### config.mk
export PLATFORM = sky130hd
export DESIGN_NAME = alu_cmd_sequencer
export DESIGN_NICKNAME = d
export VERILOG_FILES = /design/src/rtl/alu_pkg.sv /design/src/rtl/alu_4bit.sv /design/src/rtl/alu_cmd_sequencer.sv
export SDC_FILE = /design/constraint.sdc
export NUM_CORES = 1
export LEC_CHECK = 0
export CAP_MARGIN = 30
export CORE_MARGIN = 2
export CORE_UTILIZATION = 45
export CTS_BUF_LIST = sky130_fd_sc_hd__clkbuf_16
export CTS_CLUSTER_SIZE = 30
export DETAILED_ROUTE_END_ITERATION = 12
export PLACE_DENSITY = 0.69
export SLEW_MARGIN = 20
export SYNTH_ARGS = -nofsm -noshare
export SYNTH_HDL_FRONTEND = slang
export SYNTH_SLANG_ARGS = --single-unit
### constraint.sdc
create_clock -name clk -period 2.9 [get_ports clk]
set_clock_uncertainty 0.15 [all_clocks]
set_input_delay 0.29 -clock clk [delete_from_list [all_inputs] [get_ports clk]]
set_output_delay 0.29 -clock clk [all_outputs]
set_load 0.005 [all_outputs]
### src/rtl/alu_pkg.sv
// Shared types for the ALU command sequencer: opcode encoding, sequencer
// states and the flag bundle produced by alu_4bit.
package alu_pkg;

  typedef enum logic [2:0] {
    ADD = 3'b000,
    SUB = 3'b001,
    AND = 3'b010,
    OR  = 3'b011,
    XOR = 3'b100,
    NOT = 3'b101,
    SHL = 3'b110,
    SHR = 3'b111
  } alu_op_e;

  typedef enum logic [1:0] {
    IDLE = 2'b00,
    EXEC = 2'b01,
    RESP = 2'b10
  } seq_state_e;

  typedef struct packed {
    logic carry;
    logic overflow;
    logic zero;
  } alu_flags_t;

endpackage

### src/rtl/alu_4bit.sv
// Combinational 4-bit ALU. SUB is computed as A + ~B + 1, so carry out
// means "no borrow".
module alu_4bit
  import alu_pkg::*;
(
  input  logic [3:0] i_a,
  input  logic [3:0] i_b,
  input  alu_op_e    i_op,
  output logic [3:0] o_result,
  output alu_flags_t o_flags
);

  logic [4:0] w_sum;
  logic [4:0] w_diff;

  assign w_sum  = {1'b0, i_a} + {1'b0, i_b};
  assign w_diff = {1'b0, i_a} + {1'b0, ~i_b} + 5'd1;

  // Opcode decode, result select and flag generation
  always_comb begin
    o_result         = 4'd0;
    o_flags.carry    = 1'b0;
    o_flags.overflow = 1'b0;
    case (i_op)
      ADD: begin
        o_result         = w_sum[3:0];
        o_flags.carry    = w_sum[4];
        o_flags.overflow = (i_a[3] == i_b[3]) && (w_sum[3] != i_a[3]);
      end
      SUB: begin
        o_result         = w_diff[3:0];
        o_flags.carry    = w_diff[4];
        o_flags.overflow = (i_a[3] != i_b[3]) && (w_diff[3] != i_a[3]);
      end
      AND:     o_result = i_a & i_b;
      OR:      o_result = i_a | i_b;
      XOR:     o_result = i_a ^ i_b;
      NOT:     o_result = ~i_a;
      SHL:     o_result = {i_a[2:0], 1'b0};
      SHR:     o_result = {1'b0, i_a[3:1]};
      default: o_result = 4'd0;
    endcase
    o_flags.zero = (o_result == 4'd0);
  end

endmodule

### src/rtl/alu_cmd_sequencer.sv
// Command front-end for alu_4bit: accepts a command, reads operands from a
// small register file, executes in one cycle, writes back and responds.
module alu_cmd_sequencer
  import alu_pkg::*;
#(
  parameter  int NUM_REGS = 4,
  localparam int RW       = $clog2(NUM_REGS)
) (
  input  logic          clk,
  input  logic          rst_n,
  input  logic          cmd_valid,
  output logic          cmd_ready,
  input  logic          cmd_load,
  input  logic [2:0]    cmd_op,
  input  logic [RW-1:0] cmd_dst,
  input  logic [RW-1:0] cmd_src_a,
  input  logic [RW-1:0] cmd_src_b,
  input  logic          cmd_imm_en,
  input  logic [3:0]    cmd_imm,
  output logic          rsp_valid,
  input  logic          rsp_ready,
  output logic [3:0]    rsp_result,
  output logic          rsp_carry,
  output logic          rsp_overflow,
  output logic          rsp_zero,
  output logic [7:0]    rsp_count,
  input  logic [RW-1:0] dbg_rd_sel,
  output logic [3:0]    dbg_rd_data
);

  seq_state_e    r_state;
  seq_state_e    w_next_state;
  logic [3:0]    r_regs [NUM_REGS];
  logic          r_load;
  alu_op_e       r_op;
  logic [RW-1:0] r_dst;
  logic [3:0]    r_a;
  logic [3:0]    r_b;
  logic [3:0]    r_rsp_result;
  alu_flags_t    r_rsp_flags;
  logic          r_rsp_valid;
  logic [7:0]    r_rsp_count;
  logic          w_cmd_fire;
  logic          w_rsp_fire;
  logic [3:0]    w_alu_result;
  alu_flags_t    w_alu_flags;
  logic [3:0]    w_result;
  alu_flags_t    w_flags;

  assign w_cmd_fire = cmd_valid && (r_state == IDLE);
  assign w_rsp_fire = rsp_ready && r_rsp_valid;

  alu_4bit u_alu (
    .i_a      (r_a),
    .i_b      (r_b),
    .i_op     (r_op),
    .o_result (w_alu_result),
    .o_flags  (w_alu_flags)
  );

  // Loads carry the immediate in r_b and bypass the ALU
  always_comb begin
    w_result = w_alu_result;
    w_flags  = w_alu_flags;
    if (r_load) begin
      w_result         = r_b;
      w_flags.carry    = 1'b0;
      w_flags.overflow = 1'b0;
      w_flags.zero     = (r_b == 4'd0);
    end else begin
      w_result = w_alu_result;
      w_flags  = w_alu_flags;
    end
  end

  // FSM state register
  always_ff @(posedge clk or negedge rst_n) begin
    if (!rst_n) begin
      r_state <= IDLE;
    end else begin
      r_state <= w_next_state;
    end
  end

  // FSM next-state logic
  always_comb begin
    w_next_state = r_state;
    case (r_state)
      IDLE: begin
        if (w_cmd_fire) w_next_state = EXEC;
        else            w_next_state = IDLE;
      end
      EXEC: w_next_state = RESP;
      RESP: begin
        if (w_rsp_fire) w_next_state = IDLE;
        else            w_next_state = RESP;
      end
      default: w_next_state = IDLE;
    endcase
  end

  // Command and operand latch at accept time
  always_ff @(posedge clk or negedge rst_n) begin
    if (!rst_n) begin
      r_load <= 1'b0;
      r_op   <= ADD;
      r_dst  <= '0;
      r_a    <= 4'd0;
      r_b    <= 4'd0;
    end else if (w_cmd_fire) begin
      r_load <= cmd_load;
      r_op   <= alu_op_e'(cmd_op);
      r_dst  <= cmd_dst;
      r_a    <= r_regs[cmd_src_a];
      r_b    <= (cmd_load || cmd_imm_en) ? cmd_imm : r_regs[cmd_src_b];
    end
  end

  // Register file, written back in EXEC only
  always_ff @(posedge clk or negedge rst_n) begin
    if (!rst_n) begin
      for (int i = 0; i < NUM_REGS; i++) r_regs[i] <= 4'd0;
    end else if (r_state == EXEC) begin
      r_regs[r_dst] <= w_result;
    end
  end

  // Response registers and completed-response counter
  always_ff @(posedge clk or negedge rst_n) begin
    if (!rst_n) begin
      r_rsp_result <= 4'd0;
      r_rsp_flags  <= 3'b000;
      r_rsp_valid  <= 1'b0;
      r_rsp_count  <= 8'd0;
    end else if (r_state == EXEC) begin
      r_rsp_result <= w_result;
      r_rsp_flags  <= w_flags;
      r_rsp_valid  <= 1'b1;
    end else if (w_rsp_fire) begin
      r_rsp_valid  <= 1'b0;
      r_rsp_count  <= r_rsp_count + 8'd1;
    end
  end

  assign cmd_ready    = (r_state == IDLE);
  assign rsp_valid    = r_rsp_valid;
  assign rsp_result   = r_rsp_result;
  assign rsp_carry    = r_rsp_flags.carry;
  assign rsp_overflow = r_rsp_flags.overflow;
  assign rsp_zero     = r_rsp_flags.zero;
  assign rsp_count    = r_rsp_count;
  assign dbg_rd_data  = r_regs[dbg_rd_sel];

endmodule

==> results of run 1 <==
path summary, 6_finish.rpt:
kind,endpoint,cells after the start,startpoint
setup / recovery,r_regs[1],8,r_a[0]
hold / removal,rsp_count[7],1,rsp_count[7]
setup reg to reg,r_regs[1],8,r_a[0]
hold reg to reg,rsp_count[7],1,rsp_count[7]
max in group asynchronous,r_regs[15],3,rst_n
min in group asynchronous,r_regs[4],2,rst_n
cell type report:
cell class | count | area (µm²) | area share [%]
tap | 77 | 96.34 | 2.732
clock buffer | 5 | 125.1 | 3.549
multi-input combinational | 204 | 1589 | 45.07
timing repair buffer | 46 | 465.4 | 13.20
inverter | 11 | 41.29 | 1.171
sequential | 48 | 1201 | 34.07
clock inverter | 2 | 7.507 | 0.2129
power by group:
part | switching (mW) | internal [mW] | total, mW
sequential | 0.434 | 0.956 | 1.39
clock | 0.236 | 0.309 | 0.545
combinational | 0.916 | 1.02 | 1.94
total | 1.59 | 2.29 | 3.87
kinds of logic after synthesis:
logic type	Yosys count	share of synthesized area, %
and+or+nand+nor	93	15.60
AOI/OAI and AO/OA	58	13.68
DFF	48	41.70
muxes	27	15.51
buffers and inverters	23	3.127
adders and majority gates	15	7.038
xor gates and xnor gates	11	3.345
registers in the layout, summed over array words and instances (netlist names):
name and flops:
r_a 4, r_state 2, rsp_result 4, rsp_overflow 1, r_regs 16, rsp_carry 1, rsp_valid 1, r_op 3
rsp_count 8, r_b 4, r_load 1, rsp_zero 1, r_dst 2
worst max-delay path: cells and delay by family, from the launching register on:
family	cells	cell delay [ns]
mux	1	0.31
simple gates	1	0.18
fa+ha+maj	2	0.62
flops	1	0.41
buf+inv	1	0.11
compound gates	3	0.67
synth_stat cells, types with 2 or more instances:
cell type,instances
and3_1,3
nor2b_1,5
xor2_1,2
fa_1,2
nor2_1,20
dfrtp_1,48
nand2_1,36
buf_2,3
o21ai_0,18
nand3b_1,3
o211ai_1,3
nand2b_1,5
a21o_1,2
o21ai_2,5
nor3_1,3
ha_1,13
a21oi_1,11
mux4_2,13
a31oi_1,4
mux2i_1,6
a41o_1,2
clkbuf_1,8
or3_1,3
and2_1,2
o31ai_1,2
xnor2_1,9
inv_1,11
mux2_2,7
nand3_1,7
layout by cell type, fill, tap and decap left out, drive strengths merged, types with 4 or more instances in the layout:
cell,Yosys,routed
a21oi,12,12
a31oi,4,4
buf,4,5
clkbuf,8,5
clkdlybuf4s50,0,40
dfrtp,48,48
ha,13,13
inv,11,11
mux2,8,8
mux2i,6,6
mux4,13,13
nand2,36,36
nand2b,5,5
nand3,7,7
nor2,20,20
nor2b,5,5
nor3,4,4
o21ai,23,23
xnor2,9,9
metal layers:
metal	up-vias	global-route usage [%]
li1	1067	-
met1	1107	26.51
met3	10	3.363
met4	0	6.891
met5	-	0
met2	63	31.13
repair_timing:
item                      4_1_cts  5_1_grt
buffers inserted                0        0
hold buffers                    1        0
hold endpoints to repair       27        0
stage by stage:
step	setup WS (ns)	power (mW)	hold slack, ns
floorplan	0.5214	2.654	-0.1556
global placement	0.4505	3.274	0.3091
detailed placement	0.3858	3.323	0.2072
CTS	0.3735	3.884	0.3327
global route	0.2520	4.179	0.3670
finish	0.3711	3.874	0.3274
==> impl_metrics.json, run 1 <==
{
  "outcome": "finished, final reports clean",
  "synth-main-ff-cell": "dfrtp_1",
  "syn-num-nets": 311,
  "fmax_ghz": 0.3954,
  "dp.cells": 385,
  "slowest_delay_ns": 0.41,
  "fin_crit_sh_pct": 87.20,
  "worst-path-max-fanout": 5,
  "drt_iter0_drc": 117,
  "yosys.area.top_type": "dfrtp_1",
  "ys.warnings.count": 0,
  "fillers": 566,
  "final_nets": 352,
  "io_buffers": 41,
  "place_congestion": 0.8923,
  "start_kind": "flip-flop",
  "cts_resized": 0,
  "ir_drop_mv": 0.6083,
  "area_delta_synth_final_pct": 22.42,
  "avgRoutedWirePerCell_um": 16.51,
  "post-route-util_pct": 56.17,
  "synth.area.top_cells": "dfrtp_1, mux4_2, ha_1, nand2_1, o21ai_0",
  "ctsRootBufferMaster": "clkbuf_16",
  "maxSlewHeadroom_pct": 51.39,
  "synth_area_per_cell_um2": 10.47,
  "critical_path_class": "flip-flop to flip-flop",
  "via_per_inst": 5.718,
  "wl_met2_um": 3157,
  "clk_path_buf_depth": 2,
  "cts.sinks": 48,
  "num_antenna_cells": 0,
  "stdcell_count": 393,
  "leakagePower_nw": 1.516,
  "wl_met1_um": 2872,
  "grt_max_degree": 29,
  "min_period_ns": 2.529,
  "hold_path_class": "flip-flop to flip-flop",
  "synthArstFlopShare_pct": 100.0,
  "grt_overflow": 0,
  "cts.clk_slew.worst_paths_ns": 0.06,
  "grt_pass1_wl_um": 10810,
  "die_y_um": 84.01,
  "core-area_um2": 6277,
  "cts-htree-levels": 2,
  "synth-edff-count": 0,
  "path_cells": "inv_1 > ha_1 > fa_1 > and3b_1 > a311o_1 > a31o_1 > mux2_4 > o21ai_2",
  "drv_slew": 0,
  "crit_required_ns": 2.96,
  "numCtsBuffers": 5,
  "tns_ns": 0,
  "highest_layer": "met4",
  "drc": 0,
  "setup_viol": 0,
  "start_util_pct": 45.88,
  "syn_area_um2": 2880,
  "placed_area_um2": 3383,
  "ys_ff_latch": 48,
  "cts_tree": "built",
  "crit_arrival_ns": 2.59,
  "io_pins": 42,
  "vias": 2247,
  "r2r_setup_slack_ns": 0.37,
  "firstDrtPassIters": 4,
  "rsz0062_at_grt": "false",
  "dieArea_um2": 7057,
  "ys_types": 48,
  "endpoint_kind": "flip-flop",
  "report.final.hold_viol_count": 0,
  "cp_slowest_cell": "dfrtp_1",
  "drv_cap": 0,
  "drive_above_1_share_pct": 12.97,
  "die_w_um": 84.01,
  "drt_wl_total_um": 6487,
  "dr_wl_met3_um": 304,
  "dp_hpwl_um": 4893,
  "grt_pass1_vias": 2195,
  "timing_worst_slew_pin_value_ns": 0.7292,
  "synth_top_area_share_pct": 41.70,
  "synthCells": 275,
  "antenna_found_initial": 0,
  "drt.antenna.violating_nets": 0,
  "clk_latency_ns": 0.29,
  "ys_seq_area_share_pct": 41.70,
  "p_per_area_nw_per_um2": 1099,
  "design_area_um2": 3526,
  "gr-usage-all-layers_pct": 19.35,
  "fp-row-count": 29
}
(Power assumes the default switching activity.)
==> run 2, diff against run 1 <==
--- a/config.mk
+++ b/config.mk
@@ -11,7 +11,7 @@
 export CTS_BUF_LIST = sky130_fd_sc_hd__clkbuf_16
 export CTS_CLUSTER_SIZE = 30
 export DETAILED_ROUTE_END_ITERATION = 12
-export PLACE_DENSITY = 0.69
+export PLACE_DENSITY = 0.72
 export SLEW_MARGIN = 20
 export SYNTH_ARGS = -nofsm -noshare
 export SYNTH_HDL_FRONTEND = slang
==> constraint.sdc (replaced) <==
create_clock -name clk -period 2.1 [get_ports clk]
set_clock_uncertainty 0.15 [all_clocks]
set_input_delay 0.21 -clock clk [delete_from_list [all_inputs] [get_ports clk]]
set_output_delay 0.21 -clock clk [all_outputs]
set_load 0.005 [all_outputs]
==> run 2 against run 1 <==
The run now ends with setup timing left. Count of clock-buffer cells in the layout stayed put. Worst setup slack got worse by 0.63 ns. Die area did not move. Register-to-register slack got worse by 0.63 ns. Clock power grew 38%. Final area increased by 15%. Fmax is 7.4% higher. Global-route usage up 1.6 points. Utilization rose by 8.2 points. Combinational power rose by 110%. Hold slack worse by 0.0057 ns. First-iteration DRC count rose by 16%. Critical endpoint is now r_regs[9]. Highest routed layer unchanged.
==> impl_metrics.json, run 2 (synthesis results as in run 1) <==
{
  "outcome": "finished with violations",
  "violations": "setup timing",
  "dp_hpwl_um": 5263,
  "final_nets": 392,
  "start_kind": "flip-flop",
  "grt_max_degree": 35,
  "ctsRootBufferMaster": "clkbuf_16",
  "dp.cells": 421,
  "grt_pass1_vias": 2463,
  "met3_usage_pct": 3.561,
  "layout_commonest_cell": "dfrtp_1",
  "io_buffers": 41,
  "top_usage_layer": "met2",
  "placed_area_um2": 3672,
  "drc": 0,
  "largest_reg_flops": 16,
  "endpoint_kind": "flip-flop",
  "setup_viol": 16,
  "start_util_pct": 45.88,
  "antenna_found_initial": 0,
  "drv_slew": 0,
  "fp-row-count": 29,
  "min_period_ns": 2.355,
  "fin_crit_sh_pct": 112.1,
  "num_antenna_cells": 0,
  "timing_worst_slew_pin_value_ns": 0.7838,
  "ir_drop_mv": 0.9045,
  "worst-path-max-fanout": 5,
  "hold_path_class": "flip-flop to flip-flop",
  "critical_path_class": "flip-flop to flip-flop",
  "met2_usage_pct": 36.36,
  "die_w_um": 84.01,
  "core-area_um2": 6277,
  "area_delta_synth_final_pct": 40.31,
  "grt_overflow": 0,
  "dieArea_um2": 7057,
  "largest_register": "r_regs",
  "avgRoutedWirePerCell_um": 16.54,
  "place_congestion": 0.8738,
  "drv_cap": 0,
  "drt_wl_total_um": 7163,
  "crit_arrival_ns": 2.41,
  "via_per_inst": 5.610,
  "layout_setup_ws_ns": -0.2547,
  "r2r_cells": 7,
  "numCtsBuffers": 5,
  "cts-htree-levels": 2,
  "pre_cts_slack_ns": -0.2503,
  "drive_above_1_share_pct": 32.30,
  "cts.clk_slew.worst_paths_ns": 0.06,
  "rsz0062_at_grt": "true",
  "design_area_um2": 4041,
  "cts_tree": "built",
  "power_mw": 6.550,
  "fmax_ghz": 0.4247,
  "whs_path_depth": 2,
  "report.final.hold_viol_count": 0,
  "die_y_um": 84.01,
  "stdcell_count": 433,
  "vias": 2429,
  "firstDrtPassIters": 4,
  "drt_iter0_drc": 136,
  "clk_latency_ns": 0.28,
  "cts.sinks": 48,
  "maxSlewHeadroom_pct": 47.74,
  "drt.antenna.violating_nets": 0,
  "io_pins": 42,
  "final_cell_mix": "dfrtp_1, buf_4, nand2_1, clkdlybuf4s50_1, nor2_1",
  "leakagePower_nw": 1.748,
  "crit_required_ns": 2.16,
  "p_per_area_nw_per_um2": 1621,
  "clk_path_buf_depth": 2,
  "grt_pass1_wl_um": 11750,
  "gr-usage-all-layers_pct": 20.97,
  "use_met1_pct": 27.01
}
-- run 2: cell types whose count changed in the layout (fill, tap and decap cells not counted), moves of 4 or more --
| cell | previous run | this run |
|---|---|---|
| ha_1 | 13 | 7 |
| dlygate4sd2_1 | 0 | 4 |
| buf_4 | 3 | 37 |
| o21ai_2 | 5 | 12 |
| buf_6 | 0 | 6 |
| ha_4 | 0 | 5 |
| o21ai_0 | 18 | 8 |
| inv_2 | 0 | 5 |
| inv_1 | 11 | 6 |
| clkdlybuf4s50_1 | 40 | 36 |
-- run 2: what timing repair did --
item,CTS,global route
setup buffers,3,3
endpoints found under the hold margin,32,0
hold buffers,1,0
endpoints found under the setup margin,22,23
pin swaps,10,8
cloned,0,0
resized for setup,24,27
-- run 2: routing by layer --
| layer | routed length [µm] | vias up |
|---|---|---|
| li1 | - | 1162 |
| met1 | 3009 | 1200 |
| met3 | 225 | 9 |
| met4 | 94 | 0 |
| met2 | 3833 | 58 |
| met5 | 0 | - |
-- run 2: layout make-up --
type	count	area, µm²
timing repair buffer	86	775.7
clock inverter	2	12.51
fill	491	2236
inverter	11	41.29
clock buffer	5	125.1
multi-input combinational	204	1788
sequential	48	1202
tap	77	96.34
-- run 2: power by group --
group          leakage, nW  internal, mW  total, mW  switching (mW)
logic                 1.09          2.16       3.98            1.82
clock network       0.0657         0.432      0.752           0.321
registers            0.597          1.32       1.81           0.491
total                 1.75          3.92       6.55            2.63
-- run 2: stage by stage --
stage	setup TNS, ns	hold slack (ns)	util, %
after floorplan	-0.8883	-0.2356	-
after global placement	-2.176	0.1749	58.50
after detailed placement	-3.160	0.1775	58.50
after CTS	-1.877	0.3287	62.21
after global routing	-3.982	0.3529	64.38
final	-2.215	0.3217	64.38
-- run 2: critical path, cell delays in order, from the launching register on --
cell and delay [ns]:
dfrtp_1 0.42, ha_4 0.18, fa_1 0.42, and3b_1 0.17, a311o_1 0.27, a31o_1 0.24
mux2_4 0.31, o21ai_2 0.12
-- run 2: worst paths after layout --
| kind | startpoint | end | slack [ns] |
|---|---|---|---|
| min | rsp_carry | rsp_carry | 0.32 |
| max in group asynchronous | rst_n | r_dst[0] | 0.77 |
| max reg2reg | r_b[0] | r_regs[9] | -0.25 |
| min in group asynchronous | rst_n | r_regs[1] | 0.39 |
| max | r_b[0] | r_regs[9] | -0.25 |
| min reg2reg | rsp_carry | rsp_carry | 0.32 |
